`src/rtl/multiword_adder_ctrl_pkg.sv`:
```
// Shared definitions for the multi-word adder sequencer.
//   - FSM state encoding (2-bit, legacy-compatible constants)
//   - clog2 helper used to size the word counter
package adder_ctrl_pkg;

   typedef logic [1:0] state_t;

   // 2'd3 is unused; the controller recovers from it to S_IDLE.
   localparam logic [1:0] S_IDLE = 2'd0;
   localparam logic [1:0] S_RUN  = 2'd1;
   localparam logic [1:0] S_DONE = 2'd2;

   // Ceiling log2; returns 0 for v <= 1.
   function automatic int unsigned clog2(input int unsigned v);
      int unsigned r;
      int unsigned x;
      r = 0;
      x = (v > 0) ? v - 1 : 0;
      while (x > 0) begin
         r++;
         x = x >> 1;
      end
      return r;
   endfunction

endpackage

```
`src/rtl/multiword_adder_ctrl_if.sv`:
```
// Requester-side bus of the multi-word adder sequencer.
//   start, sub, ci : request, operation select, carry-in (requester -> controller)
//   a, b           : N*W-bit operands (requester -> controller)
//   busy, done     : status; done is a one-cycle result-valid pulse
//   sum, cout, ovf : registered result, carry out of MSW, signed overflow
// master = requester, slave = controller.
interface multiword_adder_ctrl_if #(
   parameter int N = 4,
   parameter int W = 4
);

   logic             start;
   logic             sub;
   logic             ci;
   logic [N*W-1:0]   a;
   logic [N*W-1:0]   b;
   logic             busy;
   logic             done;
   logic [N*W-1:0]   sum;
   logic             cout;
   logic             ovf;

   modport master (
      output start, sub, ci, a, b,
      input  busy, done, sum, cout, ovf
   );

   modport slave (
      input  start, sub, ci, a, b,
      output busy, done, sum, cout, ovf
   );

endinterface

```
`src/rtl/multiword_adder_ctrl_adder.sv`:
```
// N-bit combinational adder datapath shared by the sequencer.
//   a, b : N-bit addends
//   ci   : carry in
//   sum  : N-bit sum
//   cout : carry out
module full_adder #(
   parameter int N = 4
) (
   input  logic [N-1:0] a,
   input  logic [N-1:0] b,
   input  logic         ci,
   output logic [N-1:0] sum,
   output logic         cout
);

   assign {cout, sum} = (N+1)'(a) + (N+1)'(b) + (N+1)'(ci);

endmodule

```
`src/rtl/multiword_adder_ctrl.sv`:
```
// Sequencer that adds or subtracts two N*W-bit operands one N-bit word per
// clock through a single shared full_adder, carry chained LSW to MSW.
//   clk : clock, rising edge
//   rst : asynchronous active-high reset
//   bus : slave side of multiword_adder_ctrl_if
//         (start/sub/ci/a/b in; busy/done/sum/cout/ovf out, all registered)
module multiword_adder_ctrl
   import adder_ctrl_pkg::*;
#(
   parameter int N = 4,
   parameter int W = 4
) (
   input  logic                   clk,
   input  logic                   rst,
   multiword_adder_ctrl_if.slave  bus
);

   localparam int NW = N * W;
   localparam int KW = (clog2(W) > 0) ? clog2(W) : 1;

   state_t          state_q, state_d;
   logic [KW-1:0]   k_q, k_d;
   logic            c_q, c_d;
   logic [NW-1:0]   a_q, a_d;
   logic [NW-1:0]   b_q, b_d;
   logic            sub_q, sub_d;
   logic [NW-1:0]   sum_q, sum_d;
   logic            cout_q, cout_d;
   logic            ovf_q, ovf_d;
   logic            busy_q, busy_d;
   logic            done_q, done_d;

   logic [N-1:0]    add_a, add_b, add_sum;
   logic            add_ci, add_cout;
   logic            last_word;

   full_adder #(.N(N)) u_adder (
      .a    (add_a),
      .b    (add_b),
      .ci   (add_ci),
      .sum  (add_sum),
      .cout (add_cout)
   );

   assign last_word = (k_q == KW'(W - 1));

   always_comb begin
      state_d = state_q;
      k_d     = k_q;
      c_d     = c_q;
      a_d     = a_q;
      b_d     = b_q;
      sub_d   = sub_q;
      sum_d   = sum_q;
      cout_d  = cout_q;
      ovf_d   = ovf_q;
      busy_d  = busy_q;
      done_d  = 1'b0;
      add_a   = '0;
      add_b   = '0;
      add_ci  = 1'b0;

      case (state_q)
         S_IDLE: begin
            if (bus.start) begin
               state_d = S_RUN;
               a_d     = bus.a;
               // Subtraction is a + ~b + 1: invert B here, seed the carry with 1.
               b_d     = bus.sub ? ~bus.b : bus.b;
               c_d     = bus.sub | bus.ci;
               k_d     = '0;
               sub_d   = bus.sub;
               busy_d  = 1'b1;
            end
         end

         S_RUN: begin
            add_a  = a_q[N-1:0];
            add_b  = b_q[N-1:0];
            add_ci = c_q;
            for (int unsigned j = 0; j < W; j++) begin
               if (KW'(j) == k_q) sum_d[j*N +: N] = add_sum;
            end
            c_d = add_cout;
            a_d = a_q >> N;
            b_d = b_q >> N;
            k_d = k_q + 1'b1;
            if (last_word) begin
               state_d = S_DONE;
               busy_d  = 1'b0;
               done_d  = 1'b1;
               cout_d  = add_cout;
               // Low word of A/B now holds the MSW; B is already inverted for sub.
               ovf_d   = (a_q[N-1] == b_q[N-1]) && (add_sum[N-1] != a_q[N-1]);
            end
         end

         S_DONE: begin
            state_d = S_IDLE;
         end

         default: begin
            state_d = S_IDLE;
            busy_d  = 1'b0;
         end
      endcase
   end

   always_ff @(posedge clk or posedge rst) begin
      if (rst) begin
         state_q <= S_IDLE;
         k_q     <= '0;
         c_q     <= 1'b0;
         a_q     <= '0;
         b_q     <= '0;
         sub_q   <= 1'b0;
         sum_q   <= '0;
         cout_q  <= 1'b0;
         ovf_q   <= 1'b0;
         busy_q  <= 1'b0;
         done_q  <= 1'b0;
      end else begin
         state_q <= state_d;
         k_q     <= k_d;
         c_q     <= c_d;
         a_q     <= a_d;
         b_q     <= b_d;
         sub_q   <= sub_d;
         sum_q   <= sum_d;
         cout_q  <= cout_d;
         ovf_q   <= ovf_d;
         busy_q  <= busy_d;
         done_q  <= done_d;
      end
   end

   // A subtraction must enter its first word with the +1 carry seeded.
   a_sub_carry_seed: assert property (@(posedge clk) disable iff (rst)
      (state_q == S_RUN && k_q == '0 && sub_q) |-> c_q);

   assign bus.busy = busy_q;
   assign bus.done = done_q;
   assign bus.sum  = sum_q;
   assign bus.cout = cout_q;
   assign bus.ovf  = ovf_q;

endmodule
```
`src/flat_wrapper.sv`:
```
// flat-port wrapper written by rule: the top's interface ports become plain ports
module multiword_adder_ctrl_flat import adder_ctrl_pkg::*;
#(
   parameter int N = 4,
   parameter int W = 4
)
  (clk, rst, bus_start, bus_sub, bus_ci, bus_a, bus_b, bus_busy, bus_done, bus_sum, bus_cout, bus_ovf);
  multiword_adder_ctrl_if #(.N(N), .W(W)) bus_i ();
  input  logic clk;
  input  logic rst;
  input wire logic [$bits(bus_i.start)-1:0] bus_start;
  input wire logic [$bits(bus_i.sub)-1:0] bus_sub;
  input wire logic [$bits(bus_i.ci)-1:0] bus_ci;
  input wire logic [$bits(bus_i.a)-1:0] bus_a;
  input wire logic [$bits(bus_i.b)-1:0] bus_b;
  output wire logic [$bits(bus_i.busy)-1:0] bus_busy;
  output wire logic [$bits(bus_i.done)-1:0] bus_done;
  output wire logic [$bits(bus_i.sum)-1:0] bus_sum;
  output wire logic [$bits(bus_i.cout)-1:0] bus_cout;
  output wire logic [$bits(bus_i.ovf)-1:0] bus_ovf;
  assign bus_i.start = bus_start;
  assign bus_i.sub = bus_sub;
  assign bus_i.ci = bus_ci;
  assign bus_i.a = bus_a;
  assign bus_i.b = bus_b;
  assign bus_busy = bus_i.busy;
  assign bus_done = bus_i.done;
  assign bus_sum = bus_i.sum;
  assign bus_cout = bus_i.cout;
  assign bus_ovf = bus_i.ovf;
  multiword_adder_ctrl #(.N(N), .W(W)) u_core (.clk(clk), .rst(rst), .bus(bus_i));
endmodule
```
`config.mk`:
```
export PLATFORM = sky130hd
export DESIGN_NAME = multiword_adder_ctrl_flat
export DESIGN_NICKNAME = d
export VERILOG_FILES = /design/src/rtl/multiword_adder_ctrl_pkg.sv /design/src/rtl/multiword_adder_ctrl_if.sv /design/src/rtl/multiword_adder_ctrl_adder.sv /design/src/rtl/multiword_adder_ctrl.sv /design/src/flat_wrapper.sv
export SDC_FILE = /design/constraint.sdc
export NUM_CORES = 1
export LEC_CHECK = 0
export BUFFER_PORTS_ARGS = -buffer_cell sky130_fd_sc_hd__buf_2
export CAP_MARGIN = 20
export CORE_UTILIZATION = 49
export DETAILED_ROUTE_END_ITERATION = 10
export PLACE_DENSITY = 0.75
export SKIP_CTS_REPAIR_TIMING = 1
export SKIP_LAST_GASP = 1
export SLEW_MARGIN = 20
export SYNTH_ARGS = -nofsm -noshare
export SYNTH_HDL_FRONTEND = slang
export SYNTH_SLANG_ARGS = --single-unit
```
`constraint.sdc`:
```
create_clock -name clk -period 2.5 [get_ports clk]
set_input_delay 0.25 -clock clk [delete_from_list [all_inputs] [get_ports clk]]
set_output_delay 0.25 -clock clk [all_outputs]
set_load 0.02 [all_outputs]
```
* Word level (Yosys, flattened, before mapping) *
Cells that the tools add are included.

storage, ports and cells
  register bits after elaboration = 57
  input port bits = 37
  output and inout port bits = 20
  word-level logic and storage cells = 61

operators by class
  add/subtract/negate cells = 3
  equal/unequal tests = 10
  muxes and demuxes = 20
  bitwise gates (word level) = 3
  reduce and logical (&&, ||, !) cells = 12

operators with widths
  cell                                            count
  case mux 16 bit (2 select lines)                2
  two-way mux 16 bit                              3
  inverter 16 bit                                 1
  AND reduction 2 bit                             7
  two-way mux 4 bit                               2
  case mux 2 bit (2 select lines)                 2
  two-way mux 1 bit                               6
  two-way mux 2 bit                               3
  adder 4 x 4 -> 5 bit                            1
  adder 5 x 1 -> 5 bit                            1
  == test 2 bit (first input constant)            2
  == test 2 bit (second input constant)           2
  zero test 2 bit                                 2
  case mux 1 bit (3 select lines)                 1
  AND reduction 3 bit                             1
  adder 2 x 1 -> 2 bit (second input constant)    1
  == test 1 x 2 -> 1 bit (first input constant)   1
  == test 2 x 1 -> 1 bit (second input constant)  1
  != test 2 x 1 -> 1 bit (second input constant)  1
  != test 2 bit (second input constant)           1
  case mux 1 bit (2 select lines)                 1
  nonzero test 2 bit                              1
  == test 1 bit                                   1
  logical AND 1 bit                               1
  3 further kinds                                 3

* Logic depth before layout (Yosys ltp) *
  word-level depth = 6
  gate-level depth with buffers = 9
  gate-level depth less buffers = 8

* Hierarchy *
From an unflattened synthesis, not the netlist that was laid out.

second synthesis, totals
  cell total of the unflattened synthesis = 247
  area total of the unflattened synthesis = 2733.9 sq um

modules (own cells, without submodules)
  module                instances  cells each  area each (sq um)  seq. area each (sq um)
  multiword_adder_ctrl  1          231         2590.0             1426.4
  full_adder            1          16          143.9              0.0

* Worst setup path before layout *
OpenSTA, ideal clock, no wires.

  path type = flip-flop to flip-flop
  from = reg u_core.state_q[1]
  to = reg u_core.sum_q[1], in the netlist u_core.bus.sum[1]
  library setup time = 128 ps
  arrival time = 2236 ps
  data required time = 2372 ps
  path slack = 137 ps
  stages on the path, launching flop included = 8
  clock period less this slack = 2363 ps
  cell sequence = dfrtp_1 > and2b_1 > clkbuf_1 > nand2_1 > fa_1 > inv_1 > fa_1 > mux2_1

between the ends
  word-level cells in the longest chain between the ends = 4
  elaborated cells on any way between the ends = 7

ends and longest elaborated chain
  element                      RTL line                          RTL
  start, declared              multiword_adder_ctrl.sv:21        state_t state_q, state_d;
  start signal, assigned       multiword_adder_ctrl.sv:123       state_q <= state_d;
  == test 2 x 1 -> 1 bit (*)   multiword_adder_ctrl.sv:63        case (state_q)
  two-way mux 4 bit            multiword_adder_ctrl.sv:63
  adder 4 x 4 -> 5 bit         multiword_adder_ctrl_adder.sv:16  assign {cout, sum} = (N+1)'(a) + (N+1)'(b) + (N+1)'(ci);
  adder 5 x 1 -> 5 bit (*)     multiword_adder_ctrl_adder.sv:16
  named net u_core.add_sum[1]  multiword_adder_ctrl.sv:33        logic [N-1:0] add_a, add_b, add_sum;
  end signal, assigned         multiword_adder_ctrl.sv:129       sum_q <= sum_d;
  end, declared                multiword_adder_ctrl.sv:27        logic [NW-1:0] sum_q, sum_d;

The timed path passes the listed nets; every way through them passes the cells marked *.
A chain may end at the register's enable or synchronous reset.

* Worst setup path in the final report *
  from = reg u_core.state_q[1]
  to = reg u_core.sum_q[9], in the netlist u_core.bus.sum[9]

The elaborated chain is that of the path after synthesis.

==> results.md <==
* Status: finished, final reports clean
* Most frequent cells in the layout: 57 x dfrtp_1, 56 x buf_2, 41 x nand2_1
* Finish-stage setup viols at 0
* Clock root buffer: clkbuf_8
* Via count at about 2100
* WP buf/inv at 1
* H-tree levels at 3
* Switch share at a little under 40%
* Post-synth top area share at 50.6%
* Routed wire length at 5470 µm
* Delay-heaviest family, CP: adder cells
* Most common cell on crit path: fa_1
* Number of cells after detailed placement at roughly 400
* Via density at ~5.1
* Crit-path cells: and2b_1 > nand2_1 > fa_1 > inv_1 > fa_1 > mux2_1
* Ys async rst share at 100%
* Iteration-0 DRC Markers at 69
* Number of buffers created by CTS at 9
* Routed Antenna Nets at 0
* Synth top area cells: dfrtp_1 51%, nand2_1 5.5%, a21oi_1 5.2%
* Slowest cell on crit path: fa_1
* Share of cells above drive strength 1 at roughly 22%
* Beginning of the critical path: u_core.state_q[1]
* Data required time at the worst endpoint at 2.71 ns
* Total congestion overflow at 0
* Number of flops mapped to enable cells by yosys at 0
* Non-Filler Instances at just over 400
* Initial antenna violation count at 0
* Longest Clk Path Bufs at 2
* Worst setup path category: flop to flop
* Syn Area/Cell at a little over 10 µm²
* Top FF cell, synth: dfrtp_1
* Clock Latency Late Sink at 0.33 ns
* Fmax at 456 MHz
* I/O pin count at 57
* Relative slew slack at between 50 and 60%
* Clock share of power at between 15 and 20%
* Initial core utilization at roughly half
* Total GRT Usage at around a fifth
* Worst-path maximum fanout at 6
* Core region area at 5540 µm²
* Yosys reg bits at between 50 and 60
* Commonest non-fill, non-tap cell in the layout: dfrtp_1
* Static Leak at ~1.7 nW
* First-pass DRT Iterations at 4
* Layout area overhead at 18.2%
* Post-synth top area cell: dfrtp_1
* Critical path arrival at approximately 2.4 ns
* Fin nets at about 380
* Pwr dens at between 1000 and 1500 nW/µm²
* Internal power at ~0.0026 W
* Die width at a little under 80 µm
* Reg2Reg Launch Point: u_core.state_q[1]
* Vias in the first global route at approximately 2100
* Final hold viol count at 0
* Clk sinks at between 50 and 60
* Average wire per standard cell at around 13 µm
* Max incr delay on CP at around 0.46 ns
* DPL Wire Length at 3790 µm
* Unrepaired setup endpoints after global routing: no
* Final Critical Period at 2.19 ns
* Hold WC Path Type: input port to async pin
* Mapped cell area at around 2800 µm²
* Largest net degree at the start of global routing at slightly below 60
* Yosys warning count at 0
* Sum Neg Setup Slack at 0 ns
* Mapped Cells at 280
* CP Capture Type: flop
* Fin crit share at a little under 90%
* CTS clk-pin slew, worst paths at 0.06 ns
* RePlAce Congestion at roughly 0.8
* Die area at ~6100 µm²
* First-pass GRT wire length at slightly above 9000 µm
* Flop pwr share at 36.5%
* Combinational share of power at about 44%
* CP startpoint kind: flop
* Number of I/O port buffers at 56
* VDD IR max at between 0.5 and 0.6 mV
* Least-Margin Pin Slew at 0.706 ns
* Die Y at approximately 78 µm
* Psw at approximately 0.0017 W
* Synth unique cells at 34
* Worst Skew at 0.00920 ns
* N_diodes at 0
* CTS tree: yes
* Max-cap violations at 0
* DRC at 0
* Seq/Total Area, Yosys at about half
* Syn nets at between 300 and 400
* Core Util, Final at between 60% and 70%
* Fillers at 507
* Slew Limit Fails at 0
* Row count at 27
==> final cells by class <==
type,count,area (µm²),area share (%)
Sequential cell,57,1430,42.8
Multi-Input combinational cell,198,1280,38.4
Timing Repair Buffer,61,318,9.54
Clock buffer,13,149,4.47
Tap cell,72,90.1,2.70
Clock inverter,3,40.0,1.20
Inverter,8,30.0,0.902
==> metal layers <==
layer  part of all wire (%)  wire, µm  vias up  global-route usage (%)
met4                    1.6        88        0                    7.92
met3                    4.0       220        9                    6.00
met2                     48      2600       54                    32.7
met1                     47      2560      981                    24.5
met5                      0         0        -                       0
li1                       -         -     1072                       -
==> tightest hold or removal path: cells and delay by family <==
kind	cells	cell delay [ns]
buf+inv	3	0.69
==> final timing paths <==
kind | slack [ns] | to | cells past startpoint
min reg2reg | 0.47 | u_core.bus.sum[7] | 2
min in group clk | 0.14 | u_core.a_q[15] | 2
min | 0.11 | u_core.bus.sum[8] | 3
max in group asynchronous | 1.91 | u_core.bus.sum[15] | 3
max reg2reg | 0.31 | u_core.bus.sum[9] | 6
max | 0.31 | u_core.bus.sum[9] | 6
==> flip-flops by register name, summed over array words and instances (netlist names) <==
register	flops
u_core.bus.busy	1
u_core.k_q	2
u_core.bus.sum	16
u_core.c_q	1
u_core.bus.cout	1
u_core.a_q	16
u_core.bus.ovf	1
u_core.bus.done	1
u_core.b_q	16
u_core.state_q	2
==> cells by family (layout without fill, tap and decap cells) <==
| group | after synthesis | in the layout | share of synthesized area (%) |
|---|---|---|---|
| AND/OR/NAND/NOR | 86 | 86 | 16.3 |
| multiplexers | 4 | 4 | 1.55 |
| AO/OA/AOI/OAI | 81 | 81 | 17.4 |
| adder cells (fa/ha/maj) | 9 | 9 | 4.53 |
| XOR/XNOR | 18 | 18 | 5.60 |
| buffers and inverters | 25 | 85 | 4.04 |
| flip-flops | 57 | 57 | 50.6 |
==> power groups by stage <==
stage	sequential, W	combinational, W	clock, W
finish	0.00155	0.00186	0.000830
detailed placement	0.00157	0.00189	0
floorplan	0.00169	0.00126	0
global placement	0.00155	0.00181	0
global route	0.00160	0.00210	0.000892
CTS	0.00155	0.00189	0.000849
==> synth_stat cells, types with 2 or more instances <==
library cell and instances:
nand2_1 41, nor2_1 5, clkbuf_1 8, o21ai_1 2, xnor2_1 15, a22o_1 7, fa_1 2, ha_1 7
mux2_1 3, nand3b_1 2, o22a_1 12, buf_2 7, o21ai_0 26, dfrtp_1 57, nor2b_1 13, and2_1 6
and3b_1 12, and2b_1 2, inv_1 8, a21oi_1 29, xor2_1 3
==> metrics by stage <==
step | hold WS, ns | area [µm²] | worst slack, ns | power (W)
floorplan | 0.383 | 2820 | 0.137 | 0.00295
global placement | 0.457 | 3140 | 0.417 | 0.00337
global route | 0.134 | 3330 | 0.216 | 0.00459
detailed placement | 0.468 | 3140 | 0.316 | 0.00346
CTS | 0.129 | 3330 | 0.302 | 0.00429
finish | 0.108 | 3330 | 0.308 | 0.00424
Note: power is estimated with default switching activity, not from simulation.
